===== config.mk =====
export PLATFORM = sky130hd
export DESIGN_NAME = div_clk_mode_detect
export DESIGN_NICKNAME = d
export VERILOG_FILES = /design/src/rtl/div_clk_mode_detect.sv
export SDC_FILE = /design/constraint.sdc
export NUM_CORES = 1
export LEC_CHECK = 0
export BUFFER_PORTS_ARGS = -buffer_cell sky130_fd_sc_hd__buf_4
export CAP_MARGIN = 20
export CORE_MARGIN = 2
export CORE_UTILIZATION = 35
export DETAILED_ROUTE_END_ITERATION = 8
export PLACE_DENSITY = 0.61
export SYNTH_ARGS = -nofsm -noshare
export SYNTH_HDL_FRONTEND = slang
export SYNTH_SLANG_ARGS = --single-unit

===== constraint.sdc =====
create_clock -name clk -period 6.05 [get_ports clk]
set_input_delay 0.605 -clock clk [delete_from_list [all_inputs] [get_ports clk]]
set_output_delay 0.605 -clock clk [all_outputs]
set_load 0.05 [all_outputs]

===== src/rtl/div_clk_mode_detect.sv =====
// rtl/div_clk_mode_detect.sv - measures the divider output period and decodes the active divide mode
module div_clk_mode_detect #(
    parameter int DIV0     = 2,
    parameter int DIV1     = 4,
    parameter int DIV2     = 8,
    parameter int DIV3     = 16,
    parameter int LOCK_CNT = 2,
    parameter int TIMEOUT  = 32,
    parameter int CNT_W    = 6
) (
    input  logic       clk,
    input  logic       rst,
    input  logic       div_in,
    output logic [1:0] mode_out,
    output logic       valid,
    output logic       mode_chg,
    output logic       err
);

    localparam int MATCH_W = $clog2(LOCK_CNT + 1);

    typedef enum logic [1:0] {
        ACQ   = 2'd0,
        TRACK = 2'd1,
        LOCK  = 2'd2
    } state_t;

    state_t             state;
    logic               div_q;
    logic [CNT_W-1:0]   cnt;
    logic [1:0]         cand;
    logic [MATCH_W-1:0] match;

    logic               rise;
    logic               timeout;
    logic [CNT_W-1:0]   period;
    logic               code_ok;
    logic [1:0]         code;
    logic [MATCH_W-1:0] track_match;

    assign rise    = div_in & ~div_q;
    assign period  = cnt + 1'b1;
    assign timeout = (cnt == CNT_W'(TIMEOUT - 1)) && !rise;

    // Map the measured period onto a mode code; anything off-grid is invalid
    always_comb begin
        code_ok = 1'b1;
        code    = 2'd0;
        if (period == CNT_W'(DIV0))      code = 2'd0;
        else if (period == CNT_W'(DIV1)) code = 2'd1;
        else if (period == CNT_W'(DIV2)) code = 2'd2;
        else if (period == CNT_W'(DIV3)) code = 2'd3;
        else                             code_ok = 1'b0;
    end

    // Run length of identical classifications, restarting at 1 on a new code
    always_comb begin
        track_match = MATCH_W'(1);
        if (code == cand) track_match = match + MATCH_W'(1);
    end

    // Rising-edge detector and saturating period counter
    always_ff @(posedge clk) begin
        if (rst) begin
            div_q <= 1'b0;
            cnt   <= '0;
        end else begin
            div_q <= div_in;
            if (rise)                            cnt <= '0;
            else if (cnt != CNT_W'(TIMEOUT))     cnt <= cnt + 1'b1;
        end
    end

    // Acquire / track / lock state machine with registered outputs
    always_ff @(posedge clk) begin
        if (rst) begin
            state    <= ACQ;
            cand     <= 2'd0;
            match    <= '0;
            mode_out <= 2'd0;
            valid    <= 1'b0;
            mode_chg <= 1'b0;
            err      <= 1'b0;
        end else begin
            mode_chg <= 1'b0;
            err      <= 1'b0;
            case (state)
                ACQ: begin
                    if (rise) begin
                        state <= TRACK;
                        match <= '0;
                    end
                end
                TRACK: begin
                    if (rise) begin
                        if (!code_ok) begin
                            match <= '0;
                            err   <= 1'b1;
                        end else begin
                            cand  <= code;
                            match <= track_match;
                            if (track_match == MATCH_W'(LOCK_CNT)) begin
                                state    <= LOCK;
                                mode_out <= code;
                                valid    <= 1'b1;
                                mode_chg <= 1'b1;
                            end
                        end
                    end else if (timeout) begin
                        valid <= 1'b0;
                        err   <= 1'b1;
                        match <= '0;
                        state <= ACQ;
                    end
                end
                LOCK: begin
                    if (rise) begin
                        if (!code_ok) begin
                            valid <= 1'b0;
                            match <= '0;
                            err   <= 1'b1;
                            state <= TRACK;
                        end else if (code != mode_out) begin
                            valid <= 1'b0;
                            cand  <= code;
                            match <= MATCH_W'(1);
                            state <= TRACK;
                        end
                    end else if (timeout) begin
                        valid <= 1'b0;
                        err   <= 1'b1;
                        match <= '0;
                        state <= ACQ;
                    end
                end
                default: state <= ACQ;
            endcase
        end
    end

endmodule

==> reports/qor.txt <==
total power after layout: 296.3 uW
floorplan core area: 3689 sq um
Fmax: 0.2899 GHz
Residual DRC: 0
highest metal layer with signal wires: met4
die area: 4355 sq um
number of hold violations in the final report: 0
Post-Synthesis Net Count: 166
clock tree root driver cell: clkbuf_8
via density per instance: 5.505
layout net count: 170
clk sinks: 18
share of flip-flops with an asynchronous set or reset after synthesis: 0%
Post-synth EDFFs: 0
number of buffers created by CTS: 3
setup repair after global routing missed its margin: false
CTS tree: done
Gate Count Post-Synth: 155
required time worst endpoint: 6.18 ns
Bufs on Longest Clock Path: 2
initial core utilization: 36.47%
Clock Latency Late Sink: 0.26 ns
fillers: 393
count of placed standard cells including taps: 202
outcome: complete, no violations
ratio of cells with drive above 1 in the final layout: 13.92%
most frequently used flop master after synthesis: dfxtp_1
antenna violations before repair: 0
fin cells: 206
x dimension of the die: 65.99 um
I/O pins: 8
setup slack at placement: 2.598 ns
sequential fraction of the synthesis area: 26.79%
crit-path max FO: 11
max-slew violations: 0
number of global-route vias before repair: 1127
area of the mapped netlist: 1345 sq um
DPL Wire Length: 2067 um
count of cell types in the netlist: 51
Setup crit start kind: register
period utilisation layout: 57.02%
met2 routed wirelength: 1312 um
maximum number of pins on one net before global-route repair: 20
count of max-cap constraint violations: 0
class of the most critical setup path: reg2reg
main area contributors after synthesis: dfxtp_1, ha_1, xor2_1
endpoints failing setup: 0
global-route wire length before repair: 4981 um
area share of the largest cell type after synthesis: 26.79%
WL met3: 143 um
maximum clock skew at final layout: 0.007071 ns
DRT iter0 DRCs: 99
routed metal-1 wire length: 1307 um
vertical extent of the die: 65.99 um
number of instances on the worst hold path: 2
overall track demand over capacity in global routing: 14.74%
CTS clk-pin slew, worst paths: 0.07 ns
Worst slew margin: 55.68%
CP endpoint kind: register
fin worst setup slack: 2.600 ns
Fin Setup TNS: 0 ns
Mean Syn Cell Area: 8.678 sq um
routed len/inst: 13.67 um
Pwr per Cell Area: 205.2 nW/um^2
P&R area growth vs syn: 7.348%
global route overflow: 0
Placement Rows: 22
number of optimization iterations in the first detailed-route pass: 4
warning count from the yosys run: 0
Post-CTS Resized: 0
Port Buf Inserts: 7
number of H-tree levels: 1
clock period minus worst slack: 3.450 ns
cell type contributing the most total cell area after synthesis: dfxtp_1
depth of the most critical reg-to-reg path: 9
routed via count: 1134
post-detailed-routing wire length: 2816 um
Placer Congestion: 0.9141
Inserted Diodes: 0
kind of path behind the tightest hold check: reg2reg
Least-Margin Pin Slew: 0.6588 ns
setup repair bufs after CTS: 0
final antenna-violating net count: 0
Post-Route Utilization: 39.15%
hold-fix buffers at CTS: 0
Max rail drop VDD: 0.1149 mV
post-synthesis sequential element count: 18
Arr. time, crit path: 3.58 ns
leakage power: 0.0005090 uW
final timing paths:
kind	start	end	slack (ns)
hold / removal	cand[0]	cand[0]	0.53
setup / recovery	cnt[0]	state[0]	2.60
setup reg to reg	cnt[0]	state[0]	2.60
hold reg to reg	cand[0]	cand[0]	0.53
kinds of logic (layout without fill, tap and decap cells):
logic type / count (synthesis) / in the layout / synth area share [%]
adders and majority gates: 8 / 8 / 7.442
DFF: 18 / 18 / 26.79
and+or+nand+nor: 63 / 63 / 27.81
buffers and inverters: 17 / 20 / 7.627
AOI/OAI and AO/OA: 31 / 31 / 18.14
xor gates and xnor gates: 13 / 13 / 8.465
muxes: 5 / 5 / 3.721
report_power, final:
| part | internal, uW | total (uW) | switching [uW] |
|---|---|---|---|
| clock network | 58.0 | 102 | 44.2 |
| registers | 124 | 129 | 5.52 |
| logic | 25.7 | 65.0 | 39.3 |
| total | 207 | 296 | 89.0 |
layer usage:
layer	up-vias	GRT usage (%)
met5	-	0
met2	33	24.62
met1	524	17.72
met4	0	5.867
met3	7	4.259
li1	570	-
per-stage QoR:
| step | area, sq um | hold WS [ns] |
|---|---|---|
| 2_1_floorplan | 1345 | 0.4779 |
| 3_3_place_gp | 1389 | 0.5095 |
| 3_5_place_dp | 1389 | 0.5207 |
| 4_1_cts | 1444 | 0.5407 |
| 5_1_grt | 1444 | 0.5790 |
| 6_report | 1444 | 0.5318 |
synthesized netlist by cell type, types with 2 or more instances:
cell	n
nor3_1	9
nand4b_1	3
xnor2_1	6
inv_1	9
nand2b_1	2
xor2_1	7
buf_6	4
nor3b_1	2
mux2i_1	5
buf_4	2
o21ai_0	10
ha_1	8
o311ai_0	2
or4_2	2
nand4_1	2
nor2_1	12
nor2b_1	2
dfxtp_1	18
nand2_1	8
nand3b_1	2
nand3_1	3
or3_1	5
a21oi_1	3
o31ai_1	2
registers in the layout (all words and copies together), names as in the netlist:
name      cells
cnt           6
cand          2
match         2
mode_out      2
state         2
div_q         1
err           1
mode_chg      1
valid         1
cell type report:
class                           instances  area, sq um  area share [%]
Clock buffer                            4        55.05           3.813
Inverter                                9        33.78           2.340
Multi-Input combinational cell        120        882.1           61.09
Sequential cell                        18        360.3           24.96
Tap cell                               48        60.06           4.159
Timing Repair Buffer                    7        52.55           3.640
critical path, cell delays in order (launching register included):
cell and delay [ns]:
dfxtp_1 0.48, ha_1 0.47, xnor2_1 0.14, or3_2 0.45, a311oi_4 0.38, xor2_1 0.12, or3b_4 0.44, o41a_2 0.39
o21ai_0 0.29, o311ai_0 0.16
cells in the final DEF (no fill, tap or decap), drive strengths merged, types with 2 or more instances in the layout:
cell type	count
or3b	2
xor2	7
a311oi	2
o21ai	11
and2	2
nor3b	2
nand2b	2
mux2i	5
o311ai	3
or4	2
nand3	4
nor2	12
dfxtp	18
nand3b	2
nor2b	2
nand4	3
ha	8
or3	7
a21oi	3
xnor2	6
nand2	8
clkbuf	4
inv	9
nor3	9
buf	7
nand4b	3
o31ai	2
(Power assumes the default switching activity.)
